===== config.mk =====
export PLATFORM = sky130hd
export DESIGN_NAME = sdram_arbiter_flat
export DESIGN_NICKNAME = d
export VERILOG_FILES = /design/src/rtl/sdram_arbiter_if.sv /design/src/rtl/sdram_arbiter.sv /design/src/flat_wrapper.sv
export SDC_FILE = /design/constraint.sdc
export NUM_CORES = 1
export LEC_CHECK = 0
export ABC_AREA = 1
export BUFFER_PORTS_ARGS = -buffer_cell sky130_fd_sc_hd__buf_2
export CORE_MARGIN = 5
export CORE_UTILIZATION = 47
export CTS_CLUSTER_DIAMETER = 150
export DETAILED_ROUTE_END_ITERATION = 8
export PLACE_DENSITY = 0.79
export REMOVE_ABC_BUFFERS = 1
export SYNTH_ARGS = -nofsm -noshare
export SYNTH_HDL_FRONTEND = slang
export SYNTH_SLANG_ARGS = --single-unit

===== constraint.sdc =====
create_clock -name clk50mhz -period 3.2 [get_ports clk50mhz]
set_input_delay 0.16 -clock clk50mhz [delete_from_list [all_inputs] [get_ports clk50mhz]]
set_output_delay 0.16 -clock clk50mhz [all_outputs]
set_load 0.02 [all_outputs]

===== src/rtl/sdram_arbiter_if.sv =====
// Signal bundle between the two requesters, the arbiter and the SDRAM controller.
// The arbiter uses the slave view; requesters and the controller share the master view.
interface sdram_arbiter_if #(
  parameter int AW = 22,
  parameter int DW = 16
);
  logic          p0_req;
  logic          p0_we;
  logic [AW-1:0] p0_addr;
  logic [DW-1:0] p0_wdata;
  logic          p0_ack;
  logic [DW-1:0] p0_rdata;

  logic          p1_req;
  logic          p1_we;
  logic [AW-1:0] p1_addr;
  logic [DW-1:0] p1_wdata;
  logic          p1_ack;
  logic [DW-1:0] p1_rdata;

  logic [AW-1:0] sd_addr;
  logic [DW-1:0] sd_wdata;
  logic          sd_rd;
  logic          sd_we_n;
  logic [DW-1:0] sd_rdata;

  logic          busy;
  logic          grant;

  modport slave (
    input  p0_req, p0_we, p0_addr, p0_wdata,
    input  p1_req, p1_we, p1_addr, p1_wdata,
    input  sd_rdata,
    output p0_ack, p0_rdata, p1_ack, p1_rdata,
    output sd_addr, sd_wdata, sd_rd, sd_we_n,
    output busy, grant
  );

  modport master (
    output p0_req, p0_we, p0_addr, p0_wdata,
    output p1_req, p1_we, p1_addr, p1_wdata,
    output sd_rdata,
    input  p0_ack, p0_rdata, p1_ack, p1_rdata,
    input  sd_addr, sd_wdata, sd_rd, sd_we_n,
    input  busy, grant
  );
endinterface


===== src/rtl/sdram_arbiter.sv =====
// Round-robin arbiter sharing one flag-less SDRAM controller between two ports:
// a fixed-length command window, then a fixed idle gap so the controller re-arms.
module sdram_arbiter #(
  parameter int AW         = 22,
  parameter int DW         = 16,
  parameter int ACC_CYCLES = 12,
  parameter int GAP_CYCLES = 4
) (
  input  logic           clk50mhz,
  input  logic           reset,
  sdram_arbiter_if.slave bus
);
  localparam int MAXC = (ACC_CYCLES > GAP_CYCLES) ? ACC_CYCLES : GAP_CYCLES;
  localparam int CW   = $clog2(MAXC) + 1;
  localparam logic [CW-1:0] ACC_LOAD = CW'(ACC_CYCLES - 1);
  localparam logic [CW-1:0] GAP_LOAD = CW'(GAP_CYCLES - 1);

  typedef enum logic [1:0] {IDLE, CMD, GAP} state_t;

  state_t        state, state_n;
  logic [CW-1:0] cnt, cnt_n;
  logic          op_we, op_we_n;
  logic          win;
  logic [AW-1:0] addr_n;
  logic [DW-1:0] wdata_n;
  logic          rd_n, we_n_n, grant_n;
  logic          ack0_n, ack1_n;
  logic [DW-1:0] rdata0_n, rdata1_n;

  always_comb begin
    state_n  = state;
    cnt_n    = cnt;
    op_we_n  = op_we;
    addr_n   = bus.sd_addr;
    wdata_n  = bus.sd_wdata;
    rd_n     = bus.sd_rd;
    we_n_n   = bus.sd_we_n;
    grant_n  = bus.grant;
    ack0_n   = 1'b0;
    ack1_n   = 1'b0;
    rdata0_n = bus.p0_rdata;
    rdata1_n = bus.p1_rdata;
    // Port 1 wins when alone, or on a tie when port 0 had the last turn.
    win      = bus.p1_req & (~bus.p0_req | ~bus.grant);

    case (state)
      IDLE: begin
        if (bus.p0_req | bus.p1_req) begin
          grant_n = win;
          addr_n  = win ? bus.p1_addr  : bus.p0_addr;
          wdata_n = win ? bus.p1_wdata : bus.p0_wdata;
          op_we_n = win ? bus.p1_we    : bus.p0_we;
          // A read raises rd with we_n high; a write lowers we_n with rd low.
          rd_n    = ~op_we_n;
          we_n_n  = ~op_we_n;
          cnt_n   = ACC_LOAD;
          state_n = CMD;
        end
      end
      CMD: begin
        if (cnt == '0) begin
          rd_n   = 1'b0;
          we_n_n = 1'b1;
          if (bus.grant) begin
            ack1_n = 1'b1;
            if (!op_we) rdata1_n = bus.sd_rdata;
          end else begin
            ack0_n = 1'b1;
            if (!op_we) rdata0_n = bus.sd_rdata;
          end
          cnt_n   = GAP_LOAD;
          state_n = GAP;
        end else begin
          cnt_n = cnt - CW'(1);
        end
      end
      GAP: begin
        if (cnt == '0) state_n = IDLE;
        else           cnt_n   = cnt - CW'(1);
      end
      default: state_n = IDLE;
    endcase
  end

  always_ff @(posedge clk50mhz or posedge reset) begin
    if (reset) begin
      state        <= IDLE;
      cnt          <= '0;
      op_we        <= 1'b0;
      bus.sd_addr  <= '0;
      bus.sd_wdata <= '0;
      bus.sd_rd    <= 1'b0;
      bus.sd_we_n  <= 1'b1;
      bus.p0_ack   <= 1'b0;
      bus.p1_ack   <= 1'b0;
      bus.p0_rdata <= '0;
      bus.p1_rdata <= '0;
      bus.busy     <= 1'b0;
      bus.grant    <= 1'b1;
    end else begin
      state        <= state_n;
      cnt          <= cnt_n;
      op_we        <= op_we_n;
      bus.sd_addr  <= addr_n;
      bus.sd_wdata <= wdata_n;
      bus.sd_rd    <= rd_n;
      bus.sd_we_n  <= we_n_n;
      bus.p0_ack   <= ack0_n;
      bus.p1_ack   <= ack1_n;
      bus.p0_rdata <= rdata0_n;
      bus.p1_rdata <= rdata1_n;
      bus.busy     <= (state_n != IDLE);
      bus.grant    <= grant_n;
    end
  end
endmodule

===== src/flat_wrapper.sv =====
// flat-port wrapper written by rule: the top's interface ports become plain ports
module sdram_arbiter_flat 
#(
  parameter int AW         = 22,
  parameter int DW         = 16,
  parameter int ACC_CYCLES = 12,
  parameter int GAP_CYCLES = 4
)
  (clk50mhz, reset, bus_p0_req, bus_p0_we, bus_p0_addr, bus_p0_wdata, bus_p1_req, bus_p1_we, bus_p1_addr, bus_p1_wdata, bus_sd_rdata, bus_p0_ack, bus_p0_rdata, bus_p1_ack, bus_p1_rdata, bus_sd_addr, bus_sd_wdata, bus_sd_rd, bus_sd_we_n, bus_busy, bus_grant);
  sdram_arbiter_if #(.AW(AW), .DW(DW)) bus_i ();
  input  logic clk50mhz;
  input  logic reset;
  input wire logic [$bits(bus_i.p0_req)-1:0] bus_p0_req;
  input wire logic [$bits(bus_i.p0_we)-1:0] bus_p0_we;
  input wire logic [$bits(bus_i.p0_addr)-1:0] bus_p0_addr;
  input wire logic [$bits(bus_i.p0_wdata)-1:0] bus_p0_wdata;
  input wire logic [$bits(bus_i.p1_req)-1:0] bus_p1_req;
  input wire logic [$bits(bus_i.p1_we)-1:0] bus_p1_we;
  input wire logic [$bits(bus_i.p1_addr)-1:0] bus_p1_addr;
  input wire logic [$bits(bus_i.p1_wdata)-1:0] bus_p1_wdata;
  input wire logic [$bits(bus_i.sd_rdata)-1:0] bus_sd_rdata;
  output wire logic [$bits(bus_i.p0_ack)-1:0] bus_p0_ack;
  output wire logic [$bits(bus_i.p0_rdata)-1:0] bus_p0_rdata;
  output wire logic [$bits(bus_i.p1_ack)-1:0] bus_p1_ack;
  output wire logic [$bits(bus_i.p1_rdata)-1:0] bus_p1_rdata;
  output wire logic [$bits(bus_i.sd_addr)-1:0] bus_sd_addr;
  output wire logic [$bits(bus_i.sd_wdata)-1:0] bus_sd_wdata;
  output wire logic [$bits(bus_i.sd_rd)-1:0] bus_sd_rd;
  output wire logic [$bits(bus_i.sd_we_n)-1:0] bus_sd_we_n;
  output wire logic [$bits(bus_i.busy)-1:0] bus_busy;
  output wire logic [$bits(bus_i.grant)-1:0] bus_grant;
  assign bus_i.p0_req = bus_p0_req;
  assign bus_i.p0_we = bus_p0_we;
  assign bus_i.p0_addr = bus_p0_addr;
  assign bus_i.p0_wdata = bus_p0_wdata;
  assign bus_i.p1_req = bus_p1_req;
  assign bus_i.p1_we = bus_p1_we;
  assign bus_i.p1_addr = bus_p1_addr;
  assign bus_i.p1_wdata = bus_p1_wdata;
  assign bus_i.sd_rdata = bus_sd_rdata;
  assign bus_p0_ack = bus_i.p0_ack;
  assign bus_p0_rdata = bus_i.p0_rdata;
  assign bus_p1_ack = bus_i.p1_ack;
  assign bus_p1_rdata = bus_i.p1_rdata;
  assign bus_sd_addr = bus_i.sd_addr;
  assign bus_sd_wdata = bus_i.sd_wdata;
  assign bus_sd_rd = bus_i.sd_rd;
  assign bus_sd_we_n = bus_i.sd_we_n;
  assign bus_busy = bus_i.busy;
  assign bus_grant = bus_i.grant;
  sdram_arbiter #(.AW(AW), .DW(DW), .ACC_CYCLES(ACC_CYCLES), .GAP_CYCLES(GAP_CYCLES)) u_core (.clk50mhz(clk50mhz), .reset(reset), .bus(bus_i));
endmodule

==> results.json, run 1 <==
{
  "status": "finished clean",
  "yosysSeqAreaShare": 0.546,
  "io_pins": 174,
  "gp_congestion": 0.840,
  "finalNetCount": 706,
  "tns_ps": 0,
  "grt_first_pass_wirelength_um": 16500,
  "clk_pin_slew_ps": 90,
  "yosysUniqueCellTypes": 25,
  "peakVddDrop_uv": 472,
  "timing.final.crit_period_ps": 2210,
  "cts_max_path_buffers": 2,
  "first_global_vias": 3585,
  "clock-sinks": 84,
  "insertion_delay_ps": 350,
  "max_slew.worst_pin.slew_ps": 781,
  "h-tree-depth": 3,
  "core_area_mm2": 0.00809,
  "cts_tree": "built",
  "endpoint_kind": "flip-flop",
  "synth_warnings": 0,
  "cts-root-buf": "clkbuf_8",
  "syn_inst": 436,
  "port_buffers": 173,
  "die_h_um": 101,
  "drt_iter0_drc": 113,
  "grt_antenna_before_repair": 0,
  "die_x_um": 101,
  "grt_setup_unrepaired": "no",
  "max_freq_ghz": 0.452,
  "path_max_fanout": 41,
  "period_share": 0.692,
  "drc": 0,
  "rows": 33,
  "crit_type": "reg -> reg",
  "synth-seq-cells": 84,
  "fillers": 743,
  "cp_data_required_time_ps": 3410,
  "drive_gt1_frac": 0.377,
  "cp.arrival_ps": 2430,
  "dr.pass1.iters": 4,
  "dieArea_mm2": 0.0101,
  "cts_resized": 0,
  "netlist_area_mm2": 0.00386,
  "whs_ps": 62.5,
  "finalHoldViolations": 0,
  "leakagePower_nw": 2.62,
  "hold_class": "in -> reg",
  "setup_viol": 0,
  "drv_cap": 0,
  "area_delta_synth_final_pct": 28.6,
  "wire_per_inst_um": 14.2,
  "diodes": 0,
  "max-slew-margin-rel": 0.478,
  "grt-ovfl-total": 0,
  "routed_wl_um": 10100,
  "worstSetupStartpointType": "flip-flop",
  "vias_per_cell": 4.95,
  "cts_buffers": 9,
  "antenna_left": 0,
  "finalClockSkew_ps": 18.0,
  "avgSynthCellArea_um2": 8.85,
  "vias": 3529,
  "hpwlAfterDp_um": 7480,
  "slew_viol_final": 0,
  "start_util": 0.477,
  "track_usage": 0.204,
  "p_per_area_mw_per_mm2": 1010,
  "grt_max_degree": 43
}
[final cells by class]
type                       count  area (µm²)  area share
tap                          105         131      0.0265
inverter                      35         133      0.0267
timing repair buffer         178         906       0.183
sequential                    84        2100       0.424
clock inverter                 5        78.8      0.0159
multi-input combinational    295        1480       0.298
clock buffer                  11         131      0.0265
[flip-flops by register name, indices dropped and copies added, names as in the netlist, 2 cells and up]
| register | cells |
|---|---|
| u_core.bus.p1_rdata | 16 |
| u_core.bus.sd_wdata | 16 |
| u_core.state | 2 |
| u_core.cnt | 5 |
| u_core.bus.sd_addr | 22 |
| u_core.bus.p0_rdata | 16 |
[Yosys cell counts]
library cell	instances	area share
clkbuf_8	1	0.0036
nor2_4	3	0.0088
nand2_2	3	0.0049
inv_2	1	0.00097
nand4_1	1	0.0016
dfrtp_1	82	0.53
nand4_4	1	0.0055
nand3b_1	1	0.0019
o21ai_0	66	0.086
buf_6	5	0.015
clkbuf_1	8	0.0078
nor2_2	1	0.0016
clkbuf_2	1	0.0013
nor2_1	51	0.050
nand3_1	6	0.0078
dfstp_2	2	0.014
nand2_1	96	0.093
buf_2	5	0.0065
ha_1	5	0.016
inv_1	34	0.033
buf_4	2	0.0039
o21ai_1	28	0.036
a21oi_1	7	0.0091
o21ai_2	24	0.054
nand2_4	2	0.0058
[where the power goes]
group / total [mW] / internal, mW / switching, mW
sequential: 1.87 / 1.58 / 0.296
combinational: 2.35 / 0.791 / 1.56
clock: 0.807 / 0.440 / 0.368
[stage by stage]
step	instances	power, mW	cell area, µm²	utilization	worst slack [ps]
2_1_floorplan	414	3.40	3710	-	871
3_3_place_gp	696	4.19	4740	0.586	1090
3_5_place_dp	696	4.27	4740	0.586	975
4_1_cts	713	5.09	4960	0.613	962
5_1_grt	713	5.41	4960	0.613	797
6_report	713	5.03	4960	0.613	986
[placed cells by master, fill, tap and decap left out]
cell type	netlist	layout
nand2_1	96	96
inv_2	1	1
o21ai_2	24	24
nor2_2	1	1
nor2_4	3	3
bufinv_16	0	2
nand2_4	2	2
buf_2	5	173
a21oi_1	7	7
clkbuf_8	1	9
nand4_4	1	1
dfstp_2	2	2
nor2_1	51	51
ha_1	5	5
nand4_1	1	1
inv_1	34	33
clkbuf_1	8	2
dfrtp_1	82	82
o21ai_1	28	28
nand3b_1	1	1
clkinv_2	0	3
nand3_1	6	6
o21ai_0	66	66
nand2_2	3	3
clkinv_4	0	1
buf_4	2	4
dlygate4sd3_1	0	1
[metal layers]
layer | track usage | vias up | share of wire
met2 | 0.340 | 153 | 0.49
li1 | - | 1738 | -
met3 | 0.0567 | 12 | 0.099
met5 | 0 | - | 0
met1 | 0.258 | 1626 | 0.40
met4 | 0.0642 | 0 | 0.012
[logic make-up after synthesis]
family | Yosys count | synth area share
adder cells (fa/ha/maj) | 5 | 0.0162
AND/OR/NAND/NOR | 165 | 0.181
buffers and inverters | 57 | 0.0717
AO/OA/AOI/OAI | 125 | 0.186
flip-flops | 84 | 0.546
[what timing repair did]
item | CTS | global route
hold endpoints to repair | 36 | 0
hold buffers | 1 | 0
buffers inserted | 0 | 0
[worst max-delay path, stage by stage, from the launching register on]
cell and delay (ps):
dfstp_2 580, nand2_1 70, nand2_2 560, inv_2 450, o21ai_0 260, o21ai_0 120
[worst paths after layout]
path                       slack [ps]                                  to                                from  cells after the start
max                               990  u_core.bus.sd_addr[12]$_DFFE_PP0P_        u_core.bus.grant$_DFFE_PP1P_                      5
min                                60   u_core.bus.sd_addr[0]$_DFFE_PP0P_                      bus_p1_addr[0]                      3
max reg2reg                       990  u_core.bus.sd_addr[12]$_DFFE_PP0P_        u_core.bus.grant$_DFFE_PP1P_                      5
min reg2reg                       480  u_core.bus.p0_rdata[7]$_DFFE_PP0P_  u_core.bus.p0_rdata[7]$_DFFE_PP0P_                      2
max in group asynchronous        1910      u_core.bus.sd_we_n$_DFFE_PP1P_                               reset                      4
min in group asynchronous         450  u_core.bus.sd_wdata[7]$_DFFE_PP0P_                               reset                      3
Note: power is estimated with default switching activity, not from simulation.
==> run 2: changes to the inputs <==
==> constraint.sdc (replaced) <==
create_clock -name clk50mhz -period 2.1 [get_ports clk50mhz]
set_input_delay 0.105 -clock clk50mhz [delete_from_list [all_inputs] [get_ports clk50mhz]]
set_output_delay 0.105 -clock clk50mhz [all_outputs]
set_load 0.02 [all_outputs]
==> run 2 against run 1 <==
Against the previous run: final cell count up 0.42%; flip-flop and latch count unchanged; highest routed layer unchanged; global-route usage decreased by 0.65 points; die area unchanged; register-to-register slack lost 700 ps; total power grew 50%; critical endpoint is now u_core.bus.sd_wdata[0]$_DFFE_PP0P_; sequential share of layout area fell by 0.17 points; critical path depth up 3.
==> results.json, run 2 (synthesis results as in run 1) <==
{
  "timing.final.crit_period_ps": 1810,
  "drv_cap": 0,
  "grt_first_pass_wirelength_um": 16200,
  "cts_tree": "built",
  "hpwlAfterDp_um": 7440,
  "clkPwrFrac": 0.134,
  "path_max_fanout": 30,
  "peakVddDrop_uv": 754,
  "p_per_area_mw_per_mm2": 1510,
  "vias": 3508,
  "drc": 0,
  "die_x_um": 101,
  "io_pins": 174,
  "status": "finished clean",
  "max_slew.worst_pin.slew_ps": 565,
  "grt_setup_unrepaired": "no",
  "final_cells": 716,
  "grt-ovfl-total": 0,
  "clk_pin_slew_ps": 90,
  "clock-sinks": 84,
  "setup_slack_ps": 289,
  "finalNetCount": 709,
  "seq_power_share": 0.380,
  "dp_cells": 698,
  "gp_congestion": 0.869,
  "layout_commonest_cell": "buf_2",
  "first_global_vias": 3464,
  "area_delta_synth_final_pct": 29.1,
  "max-slew-margin-rel": 0.623,
  "wl_met1_um": 4150,
  "postCtsSetupRepairBufs": 0,
  "top_layer": "met4",
  "insertion_delay_ps": 330,
  "period_share": 0.862,
  "crit_type": "reg -> reg",
  "hold_class": "in -> reg",
  "internal_power_mw": 4.09,
  "switching_share": 0.456,
  "largest_reg_flops": 22,
  "vias_per_cell": 4.90,
  "place_ws_ps": 330,
  "max_freq_ghz": 0.552,
  "dr.pass1.iters": 4,
  "rows": 33,
  "comb_power_share": 0.485,
  "drt_iter0_drc": 195,
  "dieArea_mm2": 0.0101,
  "worstSetupStartpointType": "flip-flop",
  "port_buffers": 173,
  "antenna_left": 0,
  "leakagePower_nw": 2.63,
  "endpoint_kind": "flip-flop",
  "finalClockSkew_ps": 8.99,
  "wl_met3_um": 968,
  "routed_wl_um": 9950,
  "cp_data_required_time_ps": 2310,
  "setup_viol": 0,
  "core_area_mm2": 0.00809,
  "wire_per_inst_um": 13.9,
  "grt_antenna_before_repair": 0,
  "cts_buffers": 9,
  "finalHoldViolations": 0,
  "cp.arrival_ps": 2020,
  "cts_max_path_buffers": 2,
  "slew_viol_final": 0,
  "diodes": 0,
  "track_usage": 0.198,
  "grt_max_degree": 42,
  "met2_length_um": 4800,
  "cts-root-buf": "clkbuf_8",
  "top_register": "u_core.bus.sd_addr",
  "die_h_um": 101,
  "p_sw_mw": 3.43,
  "start_util": 0.477,
  "drive_gt1_frac": 0.380,
  "final_cell_mix": "buf_2 (173), nand2_1 (96), dfrtp_1 (82), o21ai_0 (66), nor2_1 (51)",
  "h-tree-depth": 3
}
[run 2: cell type report]
type | count | area, µm²
Fill cell | 723 | 3110
Inverter | 35 | 133
Clock inverter | 6 | 40.0
Clock buffer | 10 | 128
Tap cell | 105 | 131
Sequential cell | 84 | 2100
Multi-Input combinational cell | 295 | 1480
Timing Repair Buffer | 181 | 968
[run 2: timing repair]
action                    in CTS  in global routing
hold buffers                   2                  0
gates resized for setup        0                  0
hold endpoints to repair      23                  0
[run 2: critical path: stages, from the launching register on]
cell	delay (ps)
dfrtp_1	420
inv_1	110
ha_1	260
inv_1	70
nor2_2	190
inv_1	240
buf_12	240
nand2_1	60
o21ai_0	90
[run 2: metrics by stage]
stage	setup TNS [ps]	hold WS (ps)	power [mW]	instance area, µm²	utilization
final	0	24.2	7.53	4980	0.615
after global routing	0	5.46	8.08	4980	0.615
after CTS	0	0.792	7.59	4980	0.615
after detailed placement	0	140	6.57	4790	0.592
after global placement	0	135	6.46	4790	0.592
after floorplan	-21720	258	5.18	3710	-
[run 2: worst paths after layout]
check	from	cells past startpoint	slack, ps	to
worst max register to register	u_core.state[1]$_DFF_PP0_	8	290	u_core.bus.sd_wdata[0]$_DFFE_PP0P_
min in group asynchronous	reset	3	330	u_core.bus.sd_wdata[10]$_DFFE_PP0P_
worst min-delay path	bus_p1_addr[16]	3	20	u_core.bus.sd_addr[16]$_DFFE_PP0P_
worst min register to register	u_core.bus.p1_rdata[8]$_DFFE_PP0P_	2	480	u_core.bus.p1_rdata[8]$_DFFE_PP0P_
worst max-delay path	u_core.state[1]$_DFF_PP0_	8	290	u_core.bus.sd_wdata[0]$_DFFE_PP0P_
max in group asynchronous	reset	4	1190	u_core.bus.sd_addr[17]$_DFFE_PP0P_
[run 2: power by group through the flow]
| stage | Clock, mW | Sequential (mW) | Combinational, mW |
|---|---|---|---|
| global route | 1.11 | 2.95 | 4.01 |
| detailed placement | 0 | 2.87 | 3.70 |
| floorplan | 0 | 3.71 | 1.47 |
| CTS | 1.04 | 2.86 | 3.69 |
| global placement | 0 | 2.87 | 3.58 |
| finish | 1.01 | 2.86 | 3.65 |
[run 2: routing by layer]
metal | up-vias | GRT usage
li1 | 1749 | -
met2 | 146 | 0.324
met3 | 6 | 0.0685
met4 | 0 | 0.0383
met1 | 1607 | 0.256
met5 | - | 0
